--- src/rtl/mac_pipe.sv ---
// rtl/mac_pipe.sv - two-stage multiply-accumulate pipeline with frame accumulation
//
// Purpose:
//   Stage 1 registers the full a*b product, the addend c and the mode.
//   Stage 2 either returns a*b+c directly (mode 0) or accumulates ACC_LEN
//   products into one frame result (mode 1). Output is a valid/ready slot.
//
// Ports:
//   clc        clock, rising edge
//   rst        asynchronous active-low reset
//   in_valid   operand set a/b/c/mode is valid
//   in_ready   block accepts an operand set this cycle
//   a, b       SIZE-bit unsigned operands
//   c          OUTSIZE-bit addend (used on mode-0 sets and the first set of a frame)
//   mode       0 = single a*b+c, 1 = accumulate frame
//   out_valid  data_out holds a result
//   out_ready  downstream consumes the result
//   data_out   OUTSIZE-bit result
//   ovf        result overflowed OUTSIZE (valid with out_valid)
//
// Configuration:
//   MAC_PIPE_SAT_EN  defined: saturate to all-ones and flag ovf on overflow;
//                    undefined: wrap modulo 2^OUTSIZE, ovf tied to 0.

module mac_pipe #(
    parameter int SIZE    = 8,
    parameter int OUTSIZE = 16,
    parameter int ACC_LEN = 4
) (
    input  logic               clc,
    input  logic               rst,
    input  logic               in_valid,
    output logic               in_ready,
    input  logic [SIZE-1:0]    a,
    input  logic [SIZE-1:0]    b,
    input  logic [OUTSIZE-1:0] c,
    input  logic               mode,
    output logic               out_valid,
    input  logic               out_ready,
    output logic [OUTSIZE-1:0] data_out,
    output logic               ovf
);

    localparam int PW = 2 * SIZE;
    localparam int SW = OUTSIZE + 1;
    localparam int CW = $clog2(ACC_LEN);
    localparam logic [CW-1:0] CNT_LAST = CW'(ACC_LEN - 1);

    typedef enum logic {
        IDLE  = 1'b0,
        ACCUM = 1'b1
    } state_t;

    // stage 1
    logic               s1_valid_q, s1_valid_d;
    logic [PW-1:0]      s1_prod_q,  s1_prod_d;
    logic [OUTSIZE-1:0] s1_c_q,     s1_c_d;
    logic               s1_mode_q,  s1_mode_d;

    // frame state
    state_t             state_q,    state_d;
    logic [OUTSIZE-1:0] acc_q,      acc_d;
    logic               acc_ovf_q,  acc_ovf_d;
    logic [CW-1:0]      cnt_q,      cnt_d;

    // output slot
    logic               out_valid_q, out_valid_d;
    logic [OUTSIZE-1:0] data_out_q,  data_out_d;
    logic               ovf_q,       ovf_d;

    // stage-2 arithmetic
    logic [OUTSIZE-1:0] addend;
    logic [SW-1:0]      sum_w;
    logic [OUTSIZE-1:0] sum_val;
    logic               sum_ovf;
    logic               frame_ovf;

    // Whole pipe stalls only while a result sits unconsumed.
    assign in_ready  = ~(out_valid_q & ~out_ready);
    assign out_valid = out_valid_q;
    assign data_out  = data_out_q;
    assign ovf       = ovf_q;

    always_comb begin
        s1_valid_d = s1_valid_q;
        s1_prod_d  = s1_prod_q;
        s1_c_d     = s1_c_q;
        s1_mode_d  = s1_mode_q;
        if (in_ready) begin
            s1_valid_d = in_valid;
            if (in_valid) begin
                s1_prod_d = PW'(a) * PW'(b);
                s1_c_d    = c;
                s1_mode_d = mode;
            end
        end
    end

    // Inside a frame the running accumulator replaces c as the addend.
    assign addend = (state_q == ACCUM) ? acc_q : s1_c_q;
    assign sum_w  = SW'(s1_prod_q) + SW'(addend);

`ifdef MAC_PIPE_SAT_EN
    assign sum_ovf = sum_w[OUTSIZE];
    assign sum_val = sum_w[OUTSIZE] ? {OUTSIZE{1'b1}} : sum_w[OUTSIZE-1:0];
`else
    logic sum_carry_unused;
    assign sum_carry_unused = sum_w[OUTSIZE];
    assign sum_ovf = 1'b0;
    assign sum_val = sum_w[OUTSIZE-1:0];
`endif

    // Overflow is sticky for the frame; a saturated accumulator stays saturated.
    assign frame_ovf = ((state_q == ACCUM) & acc_ovf_q) | sum_ovf;

    always_comb begin
        state_d     = state_q;
        acc_d       = acc_q;
        acc_ovf_d   = acc_ovf_q;
        cnt_d       = cnt_q;
        out_valid_d = out_valid_q & ~out_ready;
        data_out_d  = data_out_q;
        ovf_d       = ovf_q;
        if (in_ready && s1_valid_q) begin
            case (state_q)
                IDLE: begin
                    if (!s1_mode_q) begin
                        out_valid_d = 1'b1;
                        data_out_d  = sum_val;
                        ovf_d       = sum_ovf;
                    end else begin
                        acc_d     = sum_val;
                        acc_ovf_d = sum_ovf;
                        cnt_d     = CW'(1);
                        state_d   = ACCUM;
                    end
                end
                ACCUM: begin
                    if (cnt_q == CNT_LAST) begin
                        out_valid_d = 1'b1;
                        data_out_d  = sum_val;
                        ovf_d       = frame_ovf;
                        acc_d       = '0;
                        acc_ovf_d   = 1'b0;
                        cnt_d       = '0;
                        state_d     = IDLE;
                    end else begin
                        acc_d     = sum_val;
                        acc_ovf_d = frame_ovf;
                        cnt_d     = cnt_q + CW'(1);
                    end
                end
                default: state_d = IDLE;
            endcase
        end
    end

    always_ff @(posedge clc or negedge rst) begin
        if (!rst) begin
            s1_valid_q  <= 1'b0;
            s1_prod_q   <= '0;
            s1_c_q      <= '0;
            s1_mode_q   <= 1'b0;
            state_q     <= IDLE;
            acc_q       <= '0;
            acc_ovf_q   <= 1'b0;
            cnt_q       <= '0;
            out_valid_q <= 1'b0;
            data_out_q  <= '0;
            ovf_q       <= 1'b0;
        end else begin
            s1_valid_q  <= s1_valid_d;
            s1_prod_q   <= s1_prod_d;
            s1_c_q      <= s1_c_d;
            s1_mode_q   <= s1_mode_d;
            state_q     <= state_d;
            acc_q       <= acc_d;
            acc_ovf_q   <= acc_ovf_d;
            cnt_q       <= cnt_d;
            out_valid_q <= out_valid_d;
            data_out_q  <= data_out_d;
            ovf_q       <= ovf_d;
        end
    end

endmodule
--- config.mk ---
export PLATFORM = sky130hd
export DESIGN_NAME = mac_pipe
export DESIGN_NICKNAME = d
export VERILOG_FILES = /design/src/rtl/mac_pipe.sv
export SDC_FILE = /design/constraint.sdc
export NUM_CORES = 1
export LEC_CHECK = 0
export ABC_AREA = 1
export CORE_UTILIZATION = 45
export CTS_CLUSTER_SIZE = 16
export DETAILED_ROUTE_END_ITERATION = 7
export GPL_TIMING_DRIVEN = 0
export PLACE_DENSITY = 0.75
export SYNTH_ARGS = -nofsm -noshare
export SYNTH_HDL_FRONTEND = slang
export SYNTH_SLANG_ARGS = --single-unit
--- constraint.sdc ---
create_clock -name clc -period 3.8 [get_ports clc]
set_input_delay 0.57 -clock clc [delete_from_list [all_inputs] [get_ports clc]]
set_output_delay 0.57 -clock clc [all_outputs]
set_load 0.03 [all_outputs]
; ---- Word level (Yosys, flattened, before mapping)
; Cells that the tools add are included.
[word_totals]
wordCells = 50
reg_bits = 72
[classes]
eq_ne = 4
mul = 1
reduce_logical = 4
bitwise_logic = 5
mux = 23
addsub = 2
[op_table]
columns = operator, n
row1 = $mux 16, 5
row2 = $pmux 16 s2, 2
row3 = $add 16x16->16, 1
row4 = $mul 8x8->16, 1
row5 = $mux 1, 9
row6 = $pmux 1 s2, 4
row7 = $mux 2, 2
row8 = $ne 2x2->1 const B, 2
row9 = $pmux 2 s2, 1
row10 = $reduce_and 2->1, 2
row11 = $not 1->1, 3
row12 = $reduce_and 3->1, 1
row13 = $add 2x1->2 const B, 1
row14 = $and 1x1->1, 2
row15 = $eq 2x2->1 const B, 1
row16 = $ne 2x1->1 const B, 1
row17 = $logic_and 1x1->1, 1

; ---- Longest topological paths before layout
; Gate-level depths: netlist of the first run.
[logic_depth]
ltp_word = 5
mapped_depth = 21
mapped_depth_nobuf = 20

; ---- Worst setup path after synthesis of the first run
; OpenSTA, ideal clock, no wires.
[synth_timing]
path_type = input -> register
from = input port a[0]
to = register s1_prod_q[9]
path_stages = 18
setup_time_ns = 0.065
t_required_ns = 3.735
setup_slack_ns = -0.324
arrival_time_ns = 4.059
cell_sequence = clkbuf_1 > nand2_1 > fa_1 > fa_1 > inv_1 > fa_1 > inv_1 > fa_1 > inv_1 > ha_1 > nand2_1 > inv_1 > nand2_1 > nand2_1 > a21oi_1 > xnor2_1 > nand2_1 > nand2_1
[synth_via]
elab_chain_cells = 1
[synth_rtl]
columns = element, line
row1 = start: declaration, 34  ; input logic [SIZE-1:0] a,
row2 = $mul 8x8->16, 92  ; s1_prod_d = PW'(a) * PW'(b);
row3 = end signal: assignment, 173  ; s1_prod_q <= s1_prod_d;
row4 = end: declaration, 56  ; logic [PW-1:0] s1_prod_q, s1_prod_d;
; Every way passes these cells.
; A chain may end at the register's enable or synchronous reset.

; ---- Worst setup path in the final report of the first run
[layout_timing]
from = input port a[7]
to = register s1_prod_q[13]
; The elaborated chain is that of the path after synthesis.

==> results.sh, run 1 <==
export IMPL_rsz0062_at_grt="true"
export IMPL_cap_violations=0
export IMPL_ys_ff_latch=72
export IMPL_syn_inst=885
export IMPL_grt_first_pass_wirelength_microns=23200
export IMPL_cts_root_buf="clkbuf_16"
export IMPL_required_ps=4020
export IMPL_clockBufferDepth=2
export IMPL_synth_top_area_cell="dfrtp_1"
export IMPL_path_class="in2reg"
export IMPL_dp_cells=1100
export IMPL_layout_drive_gt1_share_pct=7.35
export IMPL_cts_buffers=9
export IMPL_power_density_nw_per_um2=782
export IMPL_worstPathArrival_ps=3840
export IMPL_overflow=0
export IMPL_antenna_found_initial=0
export IMPL_post_synth_top_count_cell="nand2_1"
export IMPL_grt_max_degree=73
export IMPL_cts_hold_fix_buffers=0
export IMPL_synth_seq_area_share_pct=29.1
export IMPL_async_flop_share_pct=100
export IMPL_cp_slowest_cell="fa_1"
export IMPL_io_buffers=39
export IMPL_outcome="finished, final reports clean"
export IMPL_diodes=0
export IMPL_drc=0
export IMPL_synth_top_area_share_pct=29.1
export IMPL_crit_family="adder cells"
export IMPL_p_leak_nw=4.33
export IMPL_syn_cell_area_sq_um=6190
export IMPL_dpl_hpwl_microns=10700
export IMPL_num_vias=5306
export IMPL_synthTopCellsByArea="dfrtp_1 29%, nand2_1 22%, fa_1 12%, inv_1 11%, ha_1 11%"
export IMPL_die_x_microns=119
export IMPL_core_sq_um=13300
export IMPL_drtAntennaViolNets=0
export IMPL_setup_viol=0
export IMPL_post_place_ws_ps=-234
export IMPL_wl_per_cell_microns=11.9
export IMPL_crit_fanout=8
export IMPL_final_cells=1115
export IMPL_path_buf_inv=4
export IMPL_clkTransAtPathRegs_ps=50
export IMPL_track_usage_pct=20.4
export IMPL_slowest_delay_ps=530
export IMPL_ios=56
export IMPL_drt_iter0_drc=239
export IMPL_finalSetupTns_ps=0
export IMPL_insertion_delay_ps=330
export IMPL_initial_core_util_pct=46.4
export IMPL_die_h_microns=119
export IMPL_fin_skew_ps=2.85
export IMPL_vias_per_cell=4.76
export IMPL_worst_slew_pin_slew_ps=879
export IMPL_slew_limit_headroom_pct=41.4
export IMPL_clock_sinks=72
export IMPL_ir_drop_uv=282
export IMPL_cp_common_cell="fa_1"
export IMPL_ys_types=26
export IMPL_htree_num_levels=3
export IMPL_synth_flop_cell="dfrtp_1"
export IMPL_crit_path_end_kind="register"
export IMPL_hold_viol_final=0
export IMPL_fillerInstances=1313
export IMPL_ys_warn_count=0
export IMPL_min_path_type="in2async"
export IMPL_grt_pass1_vias=5308
export IMPL_placementRows=42
export IMPL_firstDrtPassIters=6
export IMPL_syn_num_nets=1011
export IMPL_avgSynthCellArea_sq_um=7.00
export IMPL_dieArea_sq_um=14200
export IMPL_crit_chain="clkbuf_8 > nand2_1 > inv_1 > fa_1 > fa_1 > fa_1 > inv_1 > fa_1 > inv_1 > ha_4 > nand2_2 > nor2_1 > nand3_1 > nand3_1 > nand2_1 > nand3_1 > nand2_1"
export IMPL_gp_congestion=0.910
export IMPL_wl_microns=13200
export IMPL_cts_tree="yes"
export IMPL_fmax_mhz=276
export IMPL_fin_crit_sh_pct=95.2
export IMPL_fin_hold_ws_ps=343
export IMPL_synth_edf_count=0
export IMPL_finalMaxSlewViolations=0
export IMPL_synth_top_cells_by_count="357 x nand2_1, 177 x inv_1, 72 x dfrtp_1"
export IMPL_final_util_pct=54.9
export IMPL_setup_worst_path_start_class="primary input"
export IMPL_finalNetCount=1061
export IMPL_timing_final_ws_setup_ps=182
export IMPL_layout_min_cycle_time_ps=3620
export IMPL_area_delta_synth_final_pct=18.3
[flip-flops by register name, indices dropped and copies added (netlist names)]
| register | count |
|---|---|
| acc_q | 16 |
| s1_prod_q | 16 |
| cnt_q | 2 |
| ovf | 1 |
| s1_mode_q | 1 |
| acc_ovf_q | 1 |
| data_out | 16 |
| out_valid | 1 |
| state_q | 1 |
| s1_valid_q | 1 |
| s1_c_q | 16 |
[stage by stage]
stage | power [W] | area, sq um
after floorplan | 0.00405 | 6420
after global placement | 0.00486 | 7030
after detailed placement | 0.00493 | 7020
after CTS | 0.00573 | 7290
after global routing | 0.00631 | 7320
final | 0.00572 | 7320
[routing by layer]
metal / track usage [%] / part of all wire, % / vias to the layer above
li1: - / - / 2747
met2: 36.1 / 49 / 97
met4: 8.67 / 2.3 / 0
met5: 0 / 0 / -
met3: 2.49 / 2.9 / 24
met1: 25.0 / 46 / 2438
[cell usage in the layout, fill, tap and decap left out, types with 3 or more instances in the layout]
cell type and instances:
nand3_1 49, nand2_1 346, nand2_2 9, xnor2_1 10, o21ai_0 20, nor2_1 28
buf_4 7, inv_2 4, buf_6 3, clkdlybuf4s50_1 38, ha_4 4, clkbuf_16 11
clkbuf_1 11, clkbuf_8 11, ha_1 48, nor2_2 3, nor3_1 3, inv_1 176
a21oi_1 12, o21ai_1 6, nand4_1 6, dfrtp_1 72, buf_2 5, o22ai_1 4
fa_1 35, o21ai_2 3
[where the power goes]
group          internal, W  switching [W]
clock             0.000474       0.000281
combinational      0.00142        0.00230
sequential         0.00108       0.000168
[layout make-up]
class	instances	area, sq um	share of cell area [%]
clock buffers	15	268	3.66
repair buffers	39	388	5.30
multi-input cells	601	3670	50.1
flip-flops and latches	72	1800	24.6
well taps	176	220	3.01
plain buffers	32	304	4.15
inverters	180	676	9.22
[worst paths after layout]
kind,startpoint,end,slack [ps],depth (start not counted)
max,a[7],s1_prod_q[13],180,17
max reg2reg,state_q,data_out[12],1080,16
max in group asynchronous,rst,s1_c_q[4],2860,1
min,rst,s1_c_q[1],340,1
min in group clc,data_out[2],data_out[2],470,2
min reg2reg,data_out[2],data_out[2],470,2
[cells by family (layout without fill, tap and decap cells)]
logic type / Yosys count / in the layout / share of synthesized area (%)
fa+ha+maj: 89 / 89 / 22.5
xor+xnor: 12 / 12 / 1.70
flops: 72 / 72 / 29.1
compound gates: 49 / 49 / 4.30
simple gates: 451 / 451 / 28.9
buf+inv: 212 / 266 / 13.5
[what timing repair did]
action	in CTS	in global routing
setup endpoints to repair	0	6
resized for setup	0	16
setup buffers	0	0
No activity file was read; power rests on OpenSTA's default activity.
==> run 2, diff against run 1 <==
Settings changed: CAP_MARGIN set to 5.
==> results of run 2 <==
Final layout, timing and power as in run 1 (identical DEF).
==> run 3, diff against run 2 <==
Settings changed: CELL_PAD_IN_SITES_DETAIL_PLACEMENT set to 0, CELL_PAD_IN_SITES_GLOBAL_PLACEMENT set to 1, PLACE_DENSITY 0.75 to 0.95.
==> run 3 against run 2 <==
- clock skew up 4.4 ps
- final cell count up 0.36%
- clock-buffer cell count down 4
- critical endpoint is now s1_prod_q[15]
- highest routed layer unchanged
==> results.sh, run 3 (synthesis gave the netlist of run 1 again) <==
export IMPL_total_power_w=0.00603
export IMPL_cts_buffers=9
export IMPL_slowest_delay_ps=520
export IMPL_setup_viol=0
export IMPL_cp_common_cell="nand2_1"
export IMPL_num_vias=5337
export IMPL_io_buffers=39
export IMPL_stdcell_area_sq_um=7440
export IMPL_overflow=0
export IMPL_min_path_type="in2async"
export IMPL_final_util_pct=55.7
export IMPL_core_sq_um=13300
export IMPL_grt_max_degree=73
export IMPL_grt_first_pass_wirelength_microns=24800
export IMPL_outcome="finished, final reports clean"
export IMPL_fin_crit_sh_pct=95.6
export IMPL_cts_hold_fix_buffers=0
export IMPL_cp_slowest_cell="fa_1"
export IMPL_layout_drive_gt1_share_pct=9.12
export IMPL_vias_per_cell=4.77
export IMPL_clock_sinks=72
export IMPL_diodes=0
export IMPL_ios=56
export IMPL_dieArea_sq_um=14200
export IMPL_track_usage_pct=21.9
export IMPL_setup_worst_path_start_class="primary input"
export IMPL_dpl_hpwl_microns=11300
export IMPL_ir_drop_uv=261
export IMPL_fmax_mhz=275
export IMPL_cts_tree="yes"
export IMPL_slew_limit_headroom_pct=39.8
export IMPL_grt_pass1_vias=5483
export IMPL_finalSetupTns_ps=0
export IMPL_multi_input_area_sq_um=3700
export IMPL_die_x_microns=119
export IMPL_path_class="in2reg"
export IMPL_path_buf_inv=5
export IMPL_power_density_nw_per_um2=811
export IMPL_wl_per_cell_microns=12.5
export IMPL_reg2regPathDepth=16
export IMPL_r2r_start="state_q"
export IMPL_crit_fanout=8
export IMPL_wl_microns=14000
export IMPL_p_int_w=0.00315
export IMPL_finalMaxSlewViolations=0
export IMPL_mostFrequentLayoutCells="343 x nand2_1, 174 x inv_1, 72 x dfrtp_1"
export IMPL_clockBufferDepth=2
export IMPL_fin_skew_ps=7.21
export IMPL_p_leak_nw=4.37
export IMPL_fin_hold_ws_ps=356
export IMPL_drc=0
export IMPL_seqPwrFrac_pct=20.6
export IMPL_required_ps=4030
export IMPL_reg2reg_to="acc_q[12]"
export IMPL_firstDrtPassIters=4
export IMPL_insertion_delay_ps=340
export IMPL_layout_min_cycle_time_ps=3630
export IMPL_crit_path_end_kind="register"
export IMPL_drt_iter0_drc=322
export IMPL_initial_core_util_pct=46.4
export IMPL_grtUsageMet3_pct=2.97
export IMPL_gp_congestion=0.863
export IMPL_cp_startpoint="a[2]"
export IMPL_cap_violations=0
export IMPL_antenna_found_initial=0
export IMPL_clkTransAtPathRegs_ps=60
export IMPL_regArea_sq_um=1800
export IMPL_netSwitchingFraction_pct=47.8
export IMPL_p_sw_w=0.00288
export IMPL_finalNetCount=1064
export IMPL_placementRows=42
export IMPL_worstPathArrival_ps=3860
export IMPL_rrSetupSlack_ps=1140
export IMPL_busiest_layer="met2"
export IMPL_htree_num_levels=3
export IMPL_die_h_microns=119
export IMPL_pwr_share_comb_pct=64.3
export IMPL_power_frac_clock_pct=15.1
export IMPL_hold_viol_final=0
export IMPL_fillerInstances=1320
export IMPL_crit_family="adder cells"
export IMPL_layout_commonest_cell="nand2_1"
export IMPL_grtUsageMet2_pct=40.1
export IMPL_cts_root_buf="clkbuf_16"
export IMPL_use_met1_pct=26.7
export IMPL_area_delta_synth_final_pct=20.1
export IMPL_worst_slew_pin_slew_ps=903
export IMPL_dpl_cell_area_sq_um=7020
export IMPL_crit_chain="clkbuf_16 > nand2_1 > inv_1 > fa_1 > fa_1 > fa_1 > inv_1 > fa_1 > inv_1 > ha_4 > nand2_2 > inv_1 > nand2_1 > nand2_1 > nand2_1 > nand3_1 > nand2_1 > nand3_1 > nand2_1"
export IMPL_drtAntennaViolNets=0
run 3: metal layers:
metal  up-vias  routed length [microns]
li1       2746                        -
met1      2493                     6200
met2        80                     7230
met3        18                      390
met4         0                      201
met5         -                        0
run 3: timing repair:
action	in CTS	in global routing
buffers inserted	0	3
hold endpoints to repair	0	0
setup endpoints to repair	0	7
gates resized for setup	0	28
run 3: through the flow:
stage / worst slack (ps) / instances
floorplan: 3.34 / 885
global placement: -245 / 1100
detailed placement: -278 / 1100
CTS: 75.6 / 1116
global route: -7.08 / 1119
finish: 168 / 1119
run 3: how the worst max path moves through the flow:
stage               endpoint  slack (ps)  cells past startpoint
5_1_grt        s1_prod_q[12]          -7                     19
4_1_cts        s1_prod_q[14]          80                     17
2_1_floorplan  s1_prod_q[13]           3                     17
6_report       s1_prod_q[15]         170                     19
3_5_place_dp   s1_prod_q[14]        -280                     17
3_3_place_gp      s1_c_q[13]        -250                      1
run 3: final cells by class:
type	count	area share, %
clock buffer	11	3.26
timing repair buffer	42	5.52
tap	176	2.96
inverter	180	9.08
clock inverter	5	1.08
multi-input combinational	601	49.7
buffer	32	4.16
sequential	72	24.2
run 3: power by group through the flow:
stage	Clock, W	Sequential, W	Combinational, W
detailed placement	0	0.00125	0.00374
global placement	0	0.00124	0.00369
CTS	0.000924	0.00124	0.00378
floorplan	0	0.00138	0.00267
finish	0.000909	0.00124	0.00388
global route	0.000961	0.00128	0.00447
